===== config.mk =====
export PLATFORM = sky130hd
export DESIGN_NAME = regfile_sb
export DESIGN_NICKNAME = d
export VERILOG_FILES = /design/src/rtl/regfile_sb.sv
export SDC_FILE = /design/constraint.sdc
export NUM_CORES = 1
export LEC_CHECK = 0
export CAP_MARGIN = 5
export CORE_MARGIN = 2
export CORE_UTILIZATION = 41
export CTS_CLUSTER_SIZE = 14
export DETAILED_ROUTE_END_ITERATION = 7
export GPL_ROUTABILITY_DRIVEN = 0
export PLACE_DENSITY = 0.64
export SETUP_SLACK_MARGIN = 0.4
export SYNTH_ARGS = -nofsm -noshare
export SYNTH_HDL_FRONTEND = slang
export SYNTH_SLANG_ARGS = --single-unit

===== constraint.sdc =====
create_clock -name clk -period 3.9 [get_ports clk]
set_input_delay 0.78 -clock clk [delete_from_list [all_inputs] [get_ports clk]]
set_output_delay 0.78 -clock clk [all_outputs]
set_load 0.005 [all_outputs]

===== src/rtl/regfile_sb.sv =====
// Register file with one write port, two combinational read ports, optional write bypass,
// optional hardwired-zero R0, a per-register pending scoreboard and a sequenced bulk clear.
module regfile_sb #(
    parameter int DATA_W  = 16,
    parameter int ADDR_W  = 3,
    parameter int ZERO_R0 = 0,
    parameter int BYPASS  = 1
) (
    input  logic              clk,
    input  logic              rst,
    input  logic              we,
    input  logic [ADDR_W-1:0] waddr,
    input  logic [DATA_W-1:0] wdata,
    input  logic [ADDR_W-1:0] raddr_a,
    input  logic [ADDR_W-1:0] raddr_b,
    output logic [DATA_W-1:0] rdata_a,
    output logic [DATA_W-1:0] rdata_b,
    input  logic              rsv_en,
    input  logic [ADDR_W-1:0] rsv_addr,
    output logic              hz_a,
    output logic              hz_b,
    input  logic              clr_start,
    output logic              busy,
    output logic              clr_done
);

    localparam int NREGS = 2 ** ADDR_W;

    typedef enum logic [0:0] {
        IDLE  = 1'b0,
        CLEAR = 1'b1
    } state_t;

    state_t              state_r;
    state_t              state_nx_s;
    logic [ADDR_W-1:0]   idx_r;
    logic [ADDR_W-1:0]   idx_nx_s;
    logic [DATA_W-1:0]   mem_r [NREGS];
    logic [NREGS-1:0]    pending_r;
    logic [NREGS-1:0]    pend_nx_s;
    logic                clr_done_r;
    logic                idle_s;
    logic                last_s;
    logic                wr_ok_s;
    logic                rsv_ok_s;
    logic                byp_a_s;
    logic                byp_b_s;

    // True when the address names a hardwired-zero R0
    function automatic logic is_r0(input logic [ADDR_W-1:0] addr);
        return (ZERO_R0 != 0) && (addr == '0);
    endfunction

    assign idle_s   = (state_r == IDLE);
    assign last_s   = (idx_r == ADDR_W'(NREGS - 1));
    assign wr_ok_s  = we && idle_s && !is_r0(waddr);
    assign rsv_ok_s = rsv_en && idle_s && !is_r0(rsv_addr);
    assign byp_a_s  = (BYPASS != 0) && wr_ok_s && (waddr == raddr_a);
    assign byp_b_s  = (BYPASS != 0) && wr_ok_s && (waddr == raddr_b);
    assign busy     = (state_r == CLEAR);
    assign clr_done = clr_done_r;

    // Next-state logic of the bulk-clear sequencer
    always_comb begin
        state_nx_s = state_r;
        idx_nx_s   = idx_r;
        case (state_r)
            IDLE: begin
                if (clr_start) begin
                    state_nx_s = CLEAR;
                    idx_nx_s   = '0;
                end else begin
                    state_nx_s = IDLE;
                end
            end
            CLEAR: begin
                if (last_s) begin
                    state_nx_s = IDLE;
                end else begin
                    idx_nx_s = idx_r + ADDR_W'(1);
                end
            end
            default: begin
                state_nx_s = IDLE;
                idx_nx_s   = '0;
            end
        endcase
    end

    // Sequencer state, sweep index and completion pulse
    always_ff @(posedge clk or negedge rst) begin
        if (!rst) begin
            state_r    <= IDLE;
            idx_r      <= '0;
            clr_done_r <= 1'b0;
        end else begin
            state_r    <= state_nx_s;
            idx_r      <= idx_nx_s;
            clr_done_r <= (state_r == CLEAR) && last_s;
        end
    end

    // Register storage: sweep zeroing has priority, writes only while idle
    always_ff @(posedge clk or negedge rst) begin
        if (!rst) begin
            for (int i = 0; i < NREGS; i++) begin
                mem_r[i] <= '0;
            end
        end else if (state_r == CLEAR) begin
            mem_r[idx_r] <= '0;
        end else if (wr_ok_s) begin
            mem_r[waddr] <= wdata;
        end else begin
            mem_r[waddr] <= mem_r[waddr];
        end
    end

    // Scoreboard update: a reserve overrides a same-address write (new producer wins)
    always_comb begin
        pend_nx_s = pending_r;
        if (wr_ok_s) begin
            pend_nx_s[waddr] = 1'b0;
        end else begin
            pend_nx_s = pend_nx_s;
        end
        if (rsv_ok_s) begin
            pend_nx_s[rsv_addr] = 1'b1;
        end else begin
            pend_nx_s = pend_nx_s;
        end
        if (idle_s && clr_start) begin
            pend_nx_s = '0;
        end else begin
            pend_nx_s = pend_nx_s;
        end
    end

    // Pending-bit register
    always_ff @(posedge clk or negedge rst) begin
        if (!rst) begin
            pending_r <= '0;
        end else begin
            pending_r <= pend_nx_s;
        end
    end

    // Read port A with forwarding and hazard flag
    always_comb begin
        rdata_a = mem_r[raddr_a];
        hz_a    = pending_r[raddr_a];
        if (is_r0(raddr_a)) begin
            rdata_a = '0;
            hz_a    = 1'b0;
        end else if (byp_a_s) begin
            rdata_a = wdata;
            hz_a    = 1'b0;
        end else if (!idle_s) begin
            hz_a    = 1'b0;
        end else begin
            hz_a    = pending_r[raddr_a];
        end
    end

    // Read port B with forwarding and hazard flag
    always_comb begin
        rdata_b = mem_r[raddr_b];
        hz_b    = pending_r[raddr_b];
        if (is_r0(raddr_b)) begin
            rdata_b = '0;
            hz_b    = 1'b0;
        end else if (byp_b_s) begin
            rdata_b = wdata;
            hz_b    = 1'b0;
        end else if (!idle_s) begin
            hz_b    = 1'b0;
        end else begin
            hz_b    = pending_r[raddr_b];
        end
    end

endmodule

==> results by group, run 1 <==
Yosys
  – Area share of the largest cell type after synthesis: 37.7%
  – Synth Instances: 741
  – Cell taking the most area after synthesis: dfrtp_1
  – Netlist cell types: 43
  – Ys Warns: 0
  – Top post-synthesis cells by area: dfrtp_1 38%, mux4_2 24%, a221o_1 14%
  – Mapped Area: 9360 um2
  – Synth Register Bits: 141
  – Syn nets: 776
  – Ys async rst share: 100%
  – Primary FF master, synth: dfrtp_1
  – Mean Syn Cell Area: 12.6 um2
  – Post-synthesis sequential area ratio: 37.7%
  – Post-synth EDFFs: 0

Layout
  – Final Util: 50.0%
  – Layout area overhead: 20.3%
  – Seq. cell area: 3530 um2
  – Number of fill cells: 1864
  – Multi-input logic area: 5460 um2
  – Final net count: 845
  – Share of cells above drive strength 1: 33.1%
  – ANT cells: 0

Clock tree
  – Clock Tree Buf Depth: 2
  – Clk sinks: 141
  – CTS hold repair buffers: 0
  – H-tree lvl count: 4
  – Reg clk slew, reported paths: 0.06 ns
  – CTS tree: done
  – Root Buffer: clkbuf_16
  – Worst skew pair latency: 0.43 ns
  – Cts bufs inserted: 17

Timing
  – Clock skew: 0.00850 ns
  – Hold slack: 0.382 ns
  – Final Hold Fails: 0
  – Setup TNS: 0 ns
  – Max-slew violations: 0
  – RSZ-0062 raised after global routing: false
  – Min Tclk post-route: 3.45 ns
  – Fmax achieved: 0.290 GHz
  – Slew HR: 31.2%
  – Period utilization: 88.5%
  – Worst slew pin tran: 1.03 ns
  – Setup-failing EPs final: 0

Routing
  – Pre-antenna DRT Iters: 5
  – Routed Antenna Nets: 0
  – Routed len/inst: 29.2 um
  – Detailed Route WL: 32.3 mm
  – Vias per inst: 6.99
  – Residual DRC: 0
  – Vias: 7737
  – Initial DRC Count: 906

Floorplan
  – Die area: 24000 um2
  – Chip Height: 155 um
  – Core Rows: 55
  – Core Area: 22500 um2
  – Initial Util: 41.6%
  – Ports: 69
  – Die width: 155 um

Min path
  – Type of the most critical hold path: input pin to asynchronous set/reset pin

Setup path
  – Reg2reg end: mem_r[81]$_DFFE_PN0P_
  – Crit path capture type: output pin
  – Crit path max fanout: 8
  – Worst setup path class: input pin to output pin
  – WP data arrival: 2.67 ns
  – Worst reg-to-reg path cell count: 4
  – Crit path launch type: input pin
  – Critical Path RT: 3.12 ns
  – Reg-to-Reg Start: busy$_DFF_PN0_
  – R2r setup slk: 1.73 ns

Power and ir drop
  – Cell Pwr Density: 573 nW/um2
  – Leak Pwr: 4.71 nW
  – VDD IR max: 0.305 mV

Global route
  – Initial antenna violation count: 0
  – GRT Overall Usage: 27.1%
  – Number of global-route vias before repair: 7830
  – Global route overflow: 0
  – Largest net degree at the start of global routing: 75
  – First-pass GRT wire length: 48.2 mm

Placed design
  – DPL Wire Length: 18.1 mm
  – Port bufs: 68

Status
  – Status: complete, no violations

Job
  – Max-Cap Viols: 0
-- worst max-delay path by stage --
stage	start	to	slack (ns)	cells past startpoint
after detailed placement	raddr_a[2]	rdata_a[7]	0.33	7
after global placement	raddr_a[2]	rdata_a[7]	0.35	7
final	raddr_a[0]	rdata_a[3]	0.45	9
after global routing	we	rdata_a[3]	0.39	7
after floorplan	raddr_a[0]	rdata_a[0]	0.78	5
after CTS	raddr_b[0]	rdata_b[13]	0.39	6
-- cell usage after synthesis, types with 2 or more instances --
library cell,instances
a221o_1,128
o31ai_1,2
clkbuf_1,24
nor2_1,132
or4b_1,2
and3_1,2
xnor2_1,7
nor2_2,6
nand2b_1,2
a21oi_1,8
nand4_1,3
o31a_1,3
o21ai_0,8
buf_1,7
buf_6,4
nand2_1,28
ha_1,2
nor2b_1,6
inv_1,4
mux4_2,100
buf_4,9
dfrtp_1,141
buf_2,25
nand4bb_1,3
mux2_2,67
-- routing by layer --
layer	vias to the layer above	routed length, um	global-route usage (%)	part of all wire [%]
li1	3156	-	-	-
met1	3980	12500	35.2	39
met2	483	15200	43.4	47
met3	118	2880	5.85	8.9
met4	0	1670	13.1	5.2
met5	-	0	0	0
-- flip-flops by register name, summed over array words and instances (netlist names) --
signal	flops
idx_r	3
busy	1
mem_r	128
clr_done	1
pending_r	8
-- stage by stage --
stage          total power [mW]  instances  cell area (um2)  setup slack (ns)
2_1_floorplan              3.90        741             9360             0.784
3_3_place_gp               4.76       1061            10400             0.353
3_5_place_dp               4.81       1061            10400             0.332
4_1_cts                    6.40       1101            11100             0.389
5_1_grt                    6.73       1107            11300             0.390
6_report                   6.45       1107            11300             0.448
-- layout by cell type (no fill, tap or decap), drive strengths merged, types with 21 or more instances in the layout --
master / instances
clkdlybuf4s50: 56
a221o: 128
buf: 56
mux2: 67
clkbuf: 21
dfrtp: 141
mux4: 100
nand2: 28
nor2: 138
-- final cells by class --
class / instances / area share, %
multi-input cells: 527 / 48.5
clock inverters: 12 / 0.867
well taps: 285 / 3.17
inverters: 4 / 0.133
flip-flops and latches: 141 / 31.3
clock buffers: 19 / 4.02
repair buffers: 119 / 11.9
-- cell families after synthesis --
kind of cell               count (synthesis)  synth area share [%]
buffers and inverters                     73                  3.94
muxes                                    168                  32.2
DFF                                      141                  37.7
xor gates and xnor gates                   7                 0.655
AOI/OAI and AO/OA                        155                  15.7
and+or+nand+nor                          195                  9.51
adders and majority gates                  2                 0.267
-- what timing repair did --
item | 4_1_cts | 5_1_grt
gates resized for setup | 9 | 12
setup endpoints to repair | 33 | 26
gates cloned | 3 | 4
buffers inserted | 6 | 2
pin swaps | 0 | 1
hold endpoints to repair | 0 | 0
-- critical path: stages --
cell and delay, ns:
buf_6 0.14, clkbuf_16 0.19, buf_4 0.15, xnor2_1 0.12
nand4_1 0.09, buf_4 0.16, buf_4 0.21, mux2_2 0.36
clkdlybuf4s50_1 0.45
-- report_power, final --
part	switching (mW)	internal, mW
combinational	1.13	1.38
clock	0.659	0.898
sequential	0.486	1.90
Note: power is estimated with default switching activity, not from simulation.
==> inputs of run 2 (changes only) <==
CTS_CLUSTER_SIZE = 30   (was 14)
==> results of run 2 <==
Same layout as run 1: the final DEF is identical, and so are final timing and power.
==> inputs of run 3 (changes only) <==
PLACE_DENSITY = 0.66   (was 0.64)
==> run 3 against run 2 <==
Net effect: global-route usage down 0.60 points; worst hold slack worse by 0.078 ns; sequential cell count unchanged; clock power up 20%; critical endpoint is now rdata_a[4]; sequential power about the same; critical path depth down 3; largest power group unchanged; cell count down 0.72%; count of clock-buffer cells in the layout up 1; clock skew up 0.0035 ns.
==> results by group, run 3 (same netlist as run 1, synthesis figures left out) <==
Status
  – Status: complete, no violations

Routing
  – Pre-antenna DRT Iters: 5
  – Vias per inst: 7.12
  – Residual DRC: 0
  – Routed Antenna Nets: 0
  – Vias: 7821
  – Initial DRC Count: 934
  – Detailed Route WL: 31.8 mm
  – Routed len/inst: 29.0 um

Layout
  – Max reg flops: 128
  – Commonest cells after routing, fill and taps aside: 141 x dfrtp_1, 132 x nor2_1, 128 x a221o_1
  – Share of cells above drive strength 1: 32.2%
  – Final net count: 837
  – Final Util: 49.9%
  – Biggest regs: mem_r (128), pending_r (8), idx_r (3)
  – Layout area overhead: 19.9%
  – ANT cells: 0
  – Most common cell after layout, fill and taps aside: dfrtp_1
  – Final cell area excluding filler cells: 11200 um2
  – Post-route insts no fill: 1099
  – Largest register by flop count: mem_r

Placed design
  – DPL Wire Length: 18.5 mm
  – Dpl cell area: 10400 um2
  – Placed cell count: 1063
  – Port bufs: 68

Timing
  – Slew HR: 30.7%
  – RSZ-0062 raised after global routing: false
  – Setup-failing EPs final: 0
  – Final Hold Fails: 0
  – Min Tclk post-route: 3.47 ns
  – Setup TNS: 0 ns
  – Max-slew violations: 0
  – Worst slew pin tran: 1.04 ns
  – Fmax achieved: 0.288 GHz
  – Clock skew: 0.0120 ns
  – Period utilization: 89.0%

Global route
  – Largest net degree at the start of global routing: 54
  – Number of global-route vias before repair: 7916
  – GRT Overall Usage: 26.5%
  – Global route overflow: 0
  – First-pass GRT wire length: 47.2 mm
  – Initial antenna violation count: 0

Floorplan
  – Initial Util: 41.6%
  – Core Rows: 55
  – Core Area: 22500 um2
  – Ports: 69
  – Chip Height: 155 um
  – Die width: 155 um
  – Die area: 24000 um2

Setup path
  – Reg-to-Reg Start: busy$_DFF_PN0_
  – Crit path launch type: input pin
  – Reg2reg end: mem_r[111]$_DFFE_PN0P_
  – R2r setup slk: 1.70 ns
  – Critical Path RT: 3.12 ns
  – Worst setup path class: input pin to output pin
  – Worst reg-to-reg path cell count: 4
  – Crit path capture type: output pin
  – Crit path max fanout: 7
  – WP data arrival: 2.69 ns

Clock tree
  – Reg clk slew, reported paths: 0.06 ns
  – H-tree lvl count: 4
  – Root Buffer: clkbuf_16
  – CTS hold repair buffers: 0
  – CTS tree: done
  – Cts bufs inserted: 17
  – Post-CTS repair timing setup buffer count: 0
  – Clock Tree Buf Depth: 2
  – Clk sinks: 141
  – Worst skew pair latency: 0.43 ns

Job
  – Max-Cap Viols: 0

Min path
  – Type of the most critical hold path: input pin to asynchronous set/reset pin

Power and ir drop
  – VDD IR max: 0.279 mV
  – Cell Pwr Density: 603 nW/um2
  – Leak Pwr: 4.65 nW
  – Overall power: 6.77 mW
-- run 3: changes by cell type in the layout (fill, tap and decap cells not counted), moves of 2 or more --
cell / previous run / this run
buf_4: 28 / 30
bufinv_16: 1 / 6
buf_12: 14 / 8
clkinvlp_4: 5 / 2
clkdlybuf4s50_1: 56 / 59
clkinv_2: 6 / 2
buf_6: 5 / 1
dlymetal6s2s_1: 5 / 1
-- run 3: where the power goes --
part / internal (mW) / total [mW] / switching, mW
Sequential: 1.90 / 2.40 / 0.499
Clock: 1.23 / 1.87 / 0.637
Combinational: 1.37 / 2.50 / 1.13
Total: 4.50 / 6.77 / 2.27
-- run 3: layout make-up --
class                           instances  area (um2)
Fill cell                            1900       11300
Multi-Input combinational cell        527        5460
Sequential cell                       141        3530
Timing Repair Buffer                  111        1190
Clock buffer                           20         457
Tap cell                              285         357
Clock inverter                         11         214
Inverter                                4        15.0
-- run 3: per-stage QoR --
stage / setup WS (ns) / hold WS [ns]
floorplan: 0.784 / 0.484
global placement: 0.273 / 0.529
detailed placement: 0.277 / 0.535
CTS: 0.390 / 0.307
global route: 0.402 / 0.343
finish: 0.429 / 0.304
-- run 3: what timing repair did --
item                                    in CTS  in global routing
cloned                                       2                  3
pin swaps                                    0                  1
gates resized for setup                     10                  6
endpoints found under the setup margin      34                 33
-- run 3: worst max-delay path by stage --
stage	end	startpoint	slack, ns	cells after the start
3_5_place_dp	rdata_a[13]	raddr_a[2]	0.28	5
3_3_place_gp	rdata_a[1]	raddr_a[2]	0.27	5
6_report	rdata_a[4]	raddr_a[0]	0.43	6
2_1_floorplan	rdata_a[0]	raddr_a[0]	0.78	5
4_1_cts	rdata_b[14]	raddr_b[0]	0.39	6
5_1_grt	rdata_a[6]	raddr_a[0]	0.40	6
-- run 3: routing by layer --
layer / global-route usage [%] / vias up / routed length (um)
met2: 41.1 / 611 / 14800
met4: 16.5 / 0 / 1820
met3: 5.29 / 142 / 3780
met5: 0 / - / 0
met1: 34.4 / 3918 / 11400
li1: - / 3150 / -
-- run 3: worst max-delay path, stage by stage --
cell and delay (ns):
buf_4 0.19, clkbuf_16 0.22, mux4_2 0.49, mux2_2 0.27, mux2_2 0.28, clkdlybuf4s50_1 0.45
==> patch 1: new RTL, settings of run 3 <==
The parameter `BYPASS` goes from 1 to 0.
--- a/src/rtl/regfile_sb.sv
+++ b/src/rtl/regfile_sb.sv
@@ -6,3 +6,3 @@
     parameter int ZERO_R0 = 0,
-    parameter int BYPASS  = 1
+    parameter int BYPASS  = 0
 ) (
Formal check against the unedited RTL: not equivalent (Yosys sat finds a counterexample within 4 cycles, from zero or initial values and one cycle with rst low).
==> patch 1 against run 3 <==
Combinational power down 10%. Worst hold slack better by 0.11 ns. Wire length down 4.8%. Setup slack better by 0.10 ns. Sequential cell count unchanged. Final area down 2.9%. Synthesized area up 2.4%. Die area up 2.3%. Clock skew down 0.0038 ns. Power down 8.9%. Utilization down 2.0 points.
==> patch 1: results (changes against run 3) <==
[cts]
postCtsSetupBuffers=0  ; unchanged
htreeDepth=4  ; unchanged
post_cts_resized=0  ; -10

[pwr]
p_seq_share_pct=38.8  ; +3.3 points
clkPwrFrac_pct=24.7  ; -2.9 points
power.leakage_nw=4.143  ; -11%
ir_worst_vdd_uv=287.6  ; +2.9%
top_power_group=registers

[yosys]
synth_commonest_cells=nand3_1, dfrtp_1, o211ai_1, mux2_2, mux4_2
muxShareOfSynthArea_pct=27.71  ; -4.5 points
synthFlopType=dfrtp_1
yosysMostFrequentCell=nand3_1
synth_compound_gate_area_share_pct=11.18  ; -4.5 points
syn_area_per_cell_um2=10.79  ; -15%
synthArstFlopShare_pct=100.0  ; unchanged
ys_seq_area_share_pct=36.82  ; -0.89 points
synth.distinct_cells=32  ; -26%
synthAdderAreaFrac_pct=0.2611  ; -0.0063 points
synth_area_leaders=dfrtp_1, mux4_2, nand3_1, mux2_2, o211ai_1
synth_nets=923  ; +19%
synthXorXnorAreaFrac_pct=0.09140  ; -0.56 points

[critical_path]
endpoint=hz_a
worst-r2r-setup-slack_ns=1.34  ; -0.36 ns
r2r_cells=3  ; -1
worstPathMaxFanout=18  ; +11
arrival_ns=2.59  ; -0.10 ns
cp-startpoint=raddr_a[2]
rr_endpoint=mem_r[112]$_DFFE_PN0P_

[placement]
placed_area_mm2=0.01036  ; -0.14%
dp_cells=1191  ; +12%
post-place-ws_ns=0.5040  ; +0.2271 ns
dp_hpwl_um=17190  ; -7.1%

[sta]
min_period_ns=3.369  ; -0.1013 ns
fin_hold_ws_ns=0.4121  ; +0.1080 ns
worstMarginPinSlew_ns=1.065  ; +0.02626 ns
finClkSkew_ns=0.008276  ; -0.003759 ns

[grt]
grt_first_pass_wirelength_um=47580  ; +0.72%
grt_max_degree=83  ; +54%
grtUsageMet3_pct=4.376  ; -0.92 points
grt_pass1_vias=8050  ; +1.7%
grt.total_usage_pct=25.58  ; -0.92 points

[final_layout]
reg_top3=mem_r (128), pending_r (8), idx_r (3)
fill_cells=2069  ; +8.9%
stdcell_count=1218  ; +11%
fin_nets=932  ; +11%
drive_above_1_share_pct=26.30  ; -5.9 points

[outcome]
status=finished clean

[drt]
route.met3.wl_um=1755  ; -54%
wl_met2_um=15170  ; +2.6%
viasPerCell=6.564  ; -7.8%
wl_per_cell_um=24.87  ; -14%
first_pass_iters=7  ; +2
drt-met1-wl_um=12370  ; +8.1%
initialDrtViolationCount=720  ; -23%

-- patch 1: changes by cell type in the layout (fill, tap and decap cells not counted), sizes merged, moves of 4 or more --
cell,run 3,this run
o31a,4,0
a221o,128,0
xnor2,7,1
nor2,138,6
bufinv,6,0
o211ai,0,128
mux2,67,98
nand3,0,256
buf,47,36
mux4,100,68
-- patch 1: final cells by class --
| cell class | count | area (um2) | area share [%] |
|---|---|---|---|
| clock buffer | 26 | 529.3 | 4.859 |
| timing repair buffer | 98 | 972.2 | 8.926 |
| multi-input combinational | 638 | 5461 | 50.14 |
| sequential | 141 | 3528 | 32.40 |
| tap | 313 | 391.6 | 3.596 |
| clock inverter | 1 | 5.005 | 0.04595 |
| inverter | 1 | 3.754 | 0.03446 |
-- patch 1: cells by family (layout without fill, tap and decap cells) --
kind of cell / Yosys count / count (layout)
simple gates: 320 / 320
fa+ha+maj: 2 / 2
compound gates: 147 / 147
flops: 141 / 141
xor+xnor: 1 / 1
mux: 168 / 168
buf+inv: 109 / 126
==> patch 2: new RTL, settings of run 3 <==
Made on the original files. Reset style: synchronous (`rst`), changed in 3 clocked blocks.
--- a/src/rtl/regfile_sb.sv
+++ b/src/rtl/regfile_sb.sv
@@ -90,3 +90,3 @@
     // Sequencer state, sweep index and completion pulse
-    always_ff @(posedge clk or negedge rst) begin
+    always_ff @(posedge clk) begin
         if (!rst) begin
@@ -103,3 +103,3 @@
     // Register storage: sweep zeroing has priority, writes only while idle
-    always_ff @(posedge clk or negedge rst) begin
+    always_ff @(posedge clk) begin
         if (!rst) begin
@@ -138,3 +138,3 @@
     // Pending-bit register
-    always_ff @(posedge clk or negedge rst) begin
+    always_ff @(posedge clk) begin
         if (!rst) begin
Formal check against the unedited RTL: not equivalent (Yosys sat finds a counterexample within 4 cycles, from zero or initial values and one cycle with rst low; the reset may be asserted at any time).
==> patch 2 against run 3 <==
Sequential cell count stayed put. Setup slack got worse by 0.0084 ns. Final area shrank 9.9%. Critical path depth stayed put. Via count is 27% lower. Final cell count down 16%. Synthesized area decreased by 12%. Wire length down 25%. Sequential share of layout area up 9.1 points. Die area is 12% lower. Non-clock buffer count grew 7. Register-to-register slack worse by 0.60 ns. First-iteration DRC count is 25% lower. Critical endpoint is now rdata_b[7]. Highest routed layer unchanged.
Power is not compared: it rests on default switching activity, and its combinational part moved more than twofold at a synthesized area within 25%.
==> patch 2: results (changes against run 3) <==
[final_layout]
buf_share_pct=13.28  ; +2.7 points
fill_cells=1610  ; -15%
drive_above_1_share_pct=25.42  ; -6.8 points
nClkBuffers=17  ; -15%
final-seq-area_mm2=0.004104  ; +16%
multiInputGateArea_mm2=0.003745  ; -31%
stdcell_count=918  ; -16%
fin_nets=675  ; -19%

[critical_path]
cp-startpoint=raddr_b[0]
arrival_ns=2.70  ; about the same
worstPathMaxFanout=9  ; +2
r2r_cells=5  ; +1
endpoint=rdata_b[7]
worst-r2r-setup-slack_ns=1.10  ; -0.60 ns
slowest_stage=mux4_1
r2r_start=busy$_SDFF_PN0_

[yosys]
ys_seq_area_share_pct=50.08  ; +12 points
synthArstFlopShare_pct=0  ; -100 points
synthXorXnorAreaFrac_pct=0.6412  ; -0.014 points
synthAdderAreaFrac_pct=0.3053  ; +0.038 points
synth_commonest_cells=edfxtp_1, nor3_1, mux2_2, mux4_1, nand2_1
synth_compound_gate_area_share_pct=2.137  ; -14 points
muxShareOfSynthArea_pct=31.22  ; -1.0 points
postSynthCellCount=559  ; -25%
synth_area_leaders=edfxtp_1, mux4_1, mux2_2, nor3_1, dfxtp_1

[grt]
grt_first_pass_wirelength_um=35090  ; -26%
grt_max_degree=48  ; -11%
grt_pass1_vias=5847  ; -26%
grt.total_usage_pct=22.09  ; -4.4 points

[placement]
placed_area_mm2=0.009205  ; -11%
dp_hpwl_um=13500  ; -27%
post-place-ws_ns=0.1297  ; -0.1472 ns

[worst_hold_path]
hp-class=flop to flop

[outcome]
status=finished clean

[drt]
initialDrtViolationCount=704  ; -25%
viasPerCell=6.206  ; -13%

[sta]
slew_headroom_pct=38.96  ; +8.2 points
finClkSkew_ns=0.01025  ; -0.001787 ns

==> patch 2: changes by cell type in the layout (fill, tap and decap cells not counted), sizes merged, moves of 5 or more <==
cell,change
a221o,-128
clkbuf,-5
dfrtp,-141
dfxtp,+13
edfxtp,+128
mux4,-32
nand2b,+5
nor2,-134
nor3,+126
o21ai,+6
==> patch 2: timing repair <==
item | 4_1_cts | 5_1_grt
setup buffers | 2 | 4
pin swaps | 0 | 0
cloned | 7 | 2
setup endpoints to repair | 34 | 33
resized for setup | 23 | 10
==> patch 2: kinds of logic after synthesis <==
kind of cell | Yosys count
AO/OA/AOI/OAI | 30
XOR/XNOR | 6
adder cells (fa/ha/maj) | 2
buffers and inverters | 56
flip-flops | 141
multiplexers | 138
AND/OR/NAND/NOR | 186
==> patch 2: per-layer routing <==
layer | routed length [um] | vias up | global-route usage (%)
met2 | 11630 | 298 | 36.71
li1 | - | 2470 | -
met3 | 1914 | 39 | 4.859
met1 | 9639 | 2890 | 28.66
met5 | 0 | - | 0
met4 | 534 | 0 | 8.088
